<file path="src/rtl/izh_state_rmw_ctrl.sv">
// Read-modify-write sequencer for the Izhikevich neuron state SRAM: single-neuron
// event updates and full time-reference sweeps over neurons 0..N-1.
//
// state | meaning
// IDLE  | waiting for a request, req_ready high
// RD    | read strobe to addr_q
// LAT   | SRAM read latency, rdata captured into the state register
// UPD   | state word presented to the update logic, next state captured
// WB    | write-back of the next state to addr_q
module izh_state_rmw_ctrl #(
    parameter int N       = 256,
    parameter int M       = 8,
    parameter int STATE_W = 55
) (
    input  logic               CLK,
    input  logic               RST,
    input  logic               req_valid,
    output logic               req_ready,
    input  logic [M-1:0]       req_addr,
    input  logic [1:0]         req_type,
    output logic               sram_cs,
    output logic               sram_we,
    output logic [M-1:0]       sram_addr,
    output logic [STATE_W-1:0] sram_wdata,
    input  logic [STATE_W-1:0] sram_rdata,
    output logic               upd_valid,
    output logic [STATE_W-1:0] upd_state,
    output logic [1:0]         upd_type,
    output logic               upd_tref,
    input  logic [STATE_W-1:0] upd_state_next,
    output logic               busy,
    output logic               sweep_done
);

    typedef enum logic [2:0] {
        IDLE = 3'd0,
        RD   = 3'd1,
        LAT  = 3'd2,
        UPD  = 3'd3,
        WB   = 3'd4
    } state_t;

    localparam logic [M-1:0] LAST_ADDR = M'(N - 1);

    state_t             state_q, state_d;
    logic [M-1:0]       addr_q;
    logic [1:0]         type_q;
    logic               sweep_q;
    logic [STATE_W-1:0] word_q;
    logic [STATE_W-1:0] wb_q;
    logic               sweep_done_q;
    logic               req_ok;
    logic               accept;
    logic               last_nrn;

    // Reserved type and out-of-range addresses are accepted but never touch the SRAM.
    assign req_ok   = (req_type == 2'b10) ||
                      ((req_type[1] == 1'b0) && (32'(req_addr) < 32'(N)));
    assign accept   = req_valid && (state_q == IDLE);
    assign last_nrn = (addr_q == LAST_ADDR);

    always_ff @(posedge CLK or posedge RST) begin
        if (RST) state_q <= IDLE;
        else     state_q <= state_d;
    end

    always_comb begin
        state_d   = state_q;
        req_ready = 1'b0;
        busy      = 1'b1;
        sram_cs   = 1'b0;
        sram_we   = 1'b0;
        upd_valid = 1'b0;
        case (state_q)
            IDLE: begin
                req_ready = 1'b1;
                busy      = 1'b0;
                if (req_valid && req_ok) state_d = RD;
            end
            RD: begin
                sram_cs = 1'b1;
                state_d = LAT;
            end
            LAT: state_d = UPD;
            UPD: begin
                upd_valid = 1'b1;
                state_d   = WB;
            end
            WB: begin
                sram_cs = 1'b1;
                sram_we = 1'b1;
                state_d = (sweep_q && !last_nrn) ? RD : IDLE;
            end
            default: begin
                state_d = IDLE;
                busy    = 1'b0;
            end
        endcase
    end

    always_ff @(posedge CLK or posedge RST) begin
        if (RST) begin
            addr_q       <= '0;
            type_q       <= 2'b00;
            sweep_q      <= 1'b0;
            word_q       <= '0;
            wb_q         <= '0;
            sweep_done_q <= 1'b0;
        end else begin
            if (accept && req_ok) begin
                type_q  <= req_type;
                addr_q  <= (req_type == 2'b10) ? '0 : req_addr;
                sweep_q <= (req_type == 2'b10);
            end
            if (state_q == LAT) word_q <= sram_rdata;
            if (state_q == UPD) wb_q <= upd_state_next;
            // Sweep ends by compare against the last neuron, never by counter wrap.
            if (state_q == WB && sweep_q) begin
                if (!last_nrn) addr_q  <= addr_q + M'(1);
                else           sweep_q <= 1'b0;
            end
            sweep_done_q <= (state_q == WB) && sweep_q && last_nrn;
        end
    end

    assign sram_addr  = addr_q;
    assign sram_wdata = wb_q;
    assign upd_state  = word_q;
    assign upd_type   = type_q;
    assign upd_tref   = sweep_q;
    assign sweep_done = sweep_done_q;

endmodule
</file>
<file path="config.mk">
export PLATFORM = sky130hd
export DESIGN_NAME = izh_state_rmw_ctrl
export DESIGN_NICKNAME = d
export VERILOG_FILES = /design/src/rtl/izh_state_rmw_ctrl.sv
export SDC_FILE = /design/constraint.sdc
export NUM_CORES = 1
export LEC_CHECK = 0
export ABC_AREA = 1
export CORE_MARGIN = 2
export CORE_UTILIZATION = 30
export CTS_CLUSTER_DIAMETER = 40
export CTS_CLUSTER_SIZE = 14
export DETAILED_ROUTE_END_ITERATION = 12
export PLACE_DENSITY = 0.64
export SLEW_MARGIN = 10
export SYNTH_ARGS = -nofsm -noshare
export SYNTH_HDL_FRONTEND = slang
export SYNTH_SLANG_ARGS = --single-unit
</file>
<file path="constraint.sdc">
create_clock -name CLK -period 4.75 [get_ports CLK]
set_input_delay 0.95 -clock CLK [delete_from_list [all_inputs] [get_ports CLK]]
set_output_delay 0.95 -clock CLK [all_outputs]
set_load 0.02 [all_outputs]
</file>
==> out/summary.json <==
{
  "status": {"value": "finished clean"},
  "asyncSetResetFlopFracSynth": {"value": 100, "unit": "%"},
  "number_of_antenna_violations_at_the_first_check_in_global_routing": {"value": 0},
  "site_row_count": {"value": 47},
  "post_cts_resize_count": {"value": 0},
  "final-hold-violation-count": {"value": 0},
  "tritoncts_num_sinks": {"value": 125},
  "maximum_number_of_pins_on_one_net_before_global_route_repair": {"value": 67},
  "gp_congestion": {"value": 0.777},
  "cp-start-kind": {"value": "flip-flop"},
  "synth_sequential_area_ratio": {"value": 62.3, "unit": "%"},
  "dieHeight": {"value": 133, "unit": "um"},
  "drt.antenna.violating_nets": {"value": 0},
  "post-synth-top-area-cell": {"value": "sky130_fd_sc_hd__dfrtp_1"},
  "drt-total-wl": {"value": 13.8, "unit": "mm"},
  "synth_warnings": {"value": 0},
  "worst-slew-pin-transition": {"value": 0.833, "unit": "ns"},
  "sequential_share_of_power": {"value": 30.5, "unit": "%"},
  "data_arrival_critical_path": {"value": 2.02, "unit": "ns"},
  "ys.flop_type": {"value": "sky130_fd_sc_hd__dfrtp_1"},
  "synthesized_area_per_cell": {"value": 10.4, "unit": "sq um"},
  "grt-ovfl-total": {"value": 0},
  "clock_path_buffers": {"value": 2},
  "buffer_ports.inserted": {"value": 249},
  "netlist-cell-type-count": {"value": 24},
  "hp-class": {"value": "flip-flop to flip-flop"},
  "drt_iter0_markers": {"value": 161},
  "design.portCount": {"value": 250},
  "floorplan.initialDensity": {"value": 30.5, "unit": "%"},
  "numCtsBuffers": {"value": 17},
  "synth_largest_type_area_fraction": {"value": 62.3, "unit": "%"},
  "slew_limit_fails": {"value": 0},
  "fin_nets": {"value": 857},
  "design.core.area": {"value": 16500, "unit": "sq um"},
  "fin_setup_tns": {"value": 0, "unit": "ns"},
  "layout-drive-gt1-share": {"value": 11.9, "unit": "%"},
  "track_usage": {"value": 15.7, "unit": "%"},
  "synth-edff-count": {"value": 0},
  "worstSkewPairLatency": {"value": 0.41, "unit": "ns"},
  "ir_drop": {"value": 322, "unit": "uV"},
  "post-cts-setup-buffer-count": {"value": 0},
  "route.vias.total": {"value": 4189},
  "cts.reportedPaths.clkPinSlew": {"value": 0.06, "unit": "ns"},
  "relSlewSlack": {"value": 44.5, "unit": "%"},
  "post-dp-hpwl": {"value": 10.1, "unit": "mm"},
  "worstSetupPathType": {"value": "flip-flop to output port"},
  "drc": {"value": 0},
  "route.detailed.vias_per_inst": {"value": 4.34},
  "syn_area": {"value": 5020, "unit": "sq um"},
  "htree_num_levels": {"value": 4},
  "min_period_over_period": {"value": 62.5, "unit": "%"},
  "cp.required": {"value": 3.80, "unit": "ns"},
  "yosysMostFrequentCell": {"value": "sky130_fd_sc_hd__nand2_1"},
  "yosys_register_bits": {"value": 125},
  "cts-hold-fix-buffers": {"value": 0},
  "achievable_freq": {"value": 337, "unit": "MHz"},
  "p_switching": {"value": 0.00232, "unit": "W"},
  "clock_tree_from_tritoncts": {"value": "built"},
  "total_power": {"value": 0.00631, "unit": "W"},
  "synthesized_netlist_cell_count": {"value": 481},
  "netSwitchingFraction": {"value": 36.8, "unit": "%"},
  "average_wire_length_per_cell_after_detail_routing": {"value": 14.3, "unit": "um"},
  "p_leak": {"value": 3.85, "unit": "nW"},
  "first_pass_iters": {"value": 4},
  "final.min_clock_period": {"value": 2.97, "unit": "ns"},
  "cts_root_buf": {"value": "sky130_fd_sc_hd__clkbuf_16"},
  "power_per_cell_area": {"value": 758, "unit": "nW/um^2"},
  "share_comb_of_total_power": {"value": 48.6, "unit": "%"},
  "maxCapViolations": {"value": 0},
  "crit_path_max_fanout": {"value": 6},
  "insertedDiodeCount": {"value": 0},
  "mappedNetlistNets": {"value": 605},
  "dieArea": {"value": 17800, "unit": "sq um"},
  "timing.critical_path.to_type": {"value": "output port"},
  "rsz_0062_raised_after_global_routing": {"value": "no"},
  "first_global_vias": {"value": 4374},
  "report.final.setup_viol": {"value": 0},
  "worst_clock_skew_on_the_final_layout": {"value": 0.00802, "unit": "ns"},
  "flow.area_growth_from_synthesis": {"value": 65.8, "unit": "%"},
  "yosys-top-cells-count": {"value": "sky130_fd_sc_hd__nand2_1 (215), sky130_fd_sc_hd__dfrtp_1 (125), sky130_fd_sc_hd__mux2_2 (38), sky130_fd_sc_hd__inv_1 (19), sky130_fd_sc_hd__nor2_1 (16)"},
  "power.share.clock": {"value": 21.0, "unit": "%"},
  "internal-power": {"value": 0.00399, "unit": "W"},
  "die-width": {"value": 133, "unit": "um"},
  "synth.top_cells.by_area": {"value": "sky130_fd_sc_hd__dfrtp_1 (62%), sky130_fd_sc_hd__nand2_1 (16%), sky130_fd_sc_hd__mux2_2 (8.5%)"},
  "grt_pass1_wl": {"value": 22.1, "unit": "mm"}
}
==> cell type report <==
cell class / count / area [sq um]
Sequential cell: 125 / 3130
Tap cell: 220 / 275
Multi-Input combinational cell: 316 / 1700
Fill cell: 1480 / 8140
Clock inverter: 10 / 139
Inverter: 20 / 77.6
Timing Repair Buffer: 253 / 2530
Clock buffer: 21 / 470
==> worst max-delay path, stage by stage, from the launching register on <==
cell and delay (ns):
sky130_fd_sc_hd__dfrtp_1 0.40, sky130_fd_sc_hd__inv_1 0.16, sky130_fd_sc_hd__nand3_2 0.22, sky130_fd_sc_hd__nand4_1 0.22
sky130_fd_sc_hd__clkdlybuf4s50_1 0.62
==> power groups by stage <==
stage	combinational, W	sequential, W	clock (W)
after CTS	0.00311	0.00193	0.00135
after floorplan	0.00104	0.00254	0
after detailed placement	0.00311	0.00193	0
after global placement	0.00305	0.00192	0
after global routing	0.00329	0.00199	0.00140
final	0.00307	0.00192	0.00132
==> sequential cells by signal (all words and copies together) (netlist names) <==
register	cells
upd_state	55
sweep_done	1
upd_tref	1
sram_wdata	55
upd_type	2
sram_addr	8
state_q	3
==> per-layer routing <==
metal / global-route usage (%) / vias up / wire length, um
met2: 25.7 / 165 / 6630
met5: 0 / - / 0
met4: 5.44 / 0 / 196
met3: 5.14 / 16 / 999
li1: - / 2016 / -
met1: 19.5 / 1992 / 6000
==> cell usage in the layout (no fill, tap or decap), types with 2 or more instances in the layout <==
cell type / n
sky130_fd_sc_hd__buf_4: 3
sky130_fd_sc_hd__bufinv_16: 3
sky130_fd_sc_hd__clkbuf_16: 17
sky130_fd_sc_hd__clkbuf_8: 3
sky130_fd_sc_hd__clkdlybuf4s50_1: 249
sky130_fd_sc_hd__clkinv_2: 2
sky130_fd_sc_hd__clkinvlp_4: 4
sky130_fd_sc_hd__dfrtp_1: 125
sky130_fd_sc_hd__inv_1: 18
sky130_fd_sc_hd__mux2_1: 7
sky130_fd_sc_hd__mux2_2: 38
sky130_fd_sc_hd__mux2_4: 10
sky130_fd_sc_hd__nand2_1: 215
sky130_fd_sc_hd__nand3_1: 9
sky130_fd_sc_hd__nand3_2: 2
sky130_fd_sc_hd__nand4_1: 2
sky130_fd_sc_hd__nor2_1: 16
sky130_fd_sc_hd__nor2_2: 2
sky130_fd_sc_hd__o21ai_0: 7
sky130_fd_sc_hd__o21ai_1: 2
==> path summary, 6_finish.rpt <==
kind                                             from                         end  slack, ns  depth (start not counted)
min in group asynchronous                         RST   upd_state[54]$_DFFE_PP0P_       1.06                          2
max                            state_q[2]$_DFFE_PP0P_                        busy       1.78                          4
min reg2reg                sram_wdata[10]$_DFFE_PP0P_  sram_wdata[10]$_DFFE_PP0P_       0.48                          2
min                        sram_wdata[10]$_DFFE_PP0P_  sram_wdata[10]$_DFFE_PP0P_       0.48                          2
max reg2reg                    state_q[2]$_DFFE_PP0P_   upd_state[22]$_DFFE_PP0P_       2.99                          4
max in group asynchronous                         RST   upd_state[13]$_DFFE_PP0P_       2.85                          3
==> through the flow <==
stage                     utilization, %  cell area (sq um)  hold slack (ns)  cells  setup WS (ns)
after global routing                50.6               8330            0.500    965           1.68
final                               50.6               8330            0.478    965           1.78
after detailed placement            46.9               7720            0.465    934           2.19
after floorplan                        -               5020            0.551    481          0.472
after global placement              46.9               7720            0.463    934           2.22
after CTS                           50.6               8330            0.480    965           1.74
==> kinds of logic (layout without fill, tap and decap cells) <==
group	after synthesis	count (layout)	synth area share, %
simple gates	248	248	19.2
mux	55	55	13.1
buf+inv	40	304	3.89
fa+ha+maj	1	1	0.249
xor+xnor	1	1	0.174
flops	125	125	62.3
compound gates	11	11	1.15
Note: power is estimated with default switching activity, not from simulation.
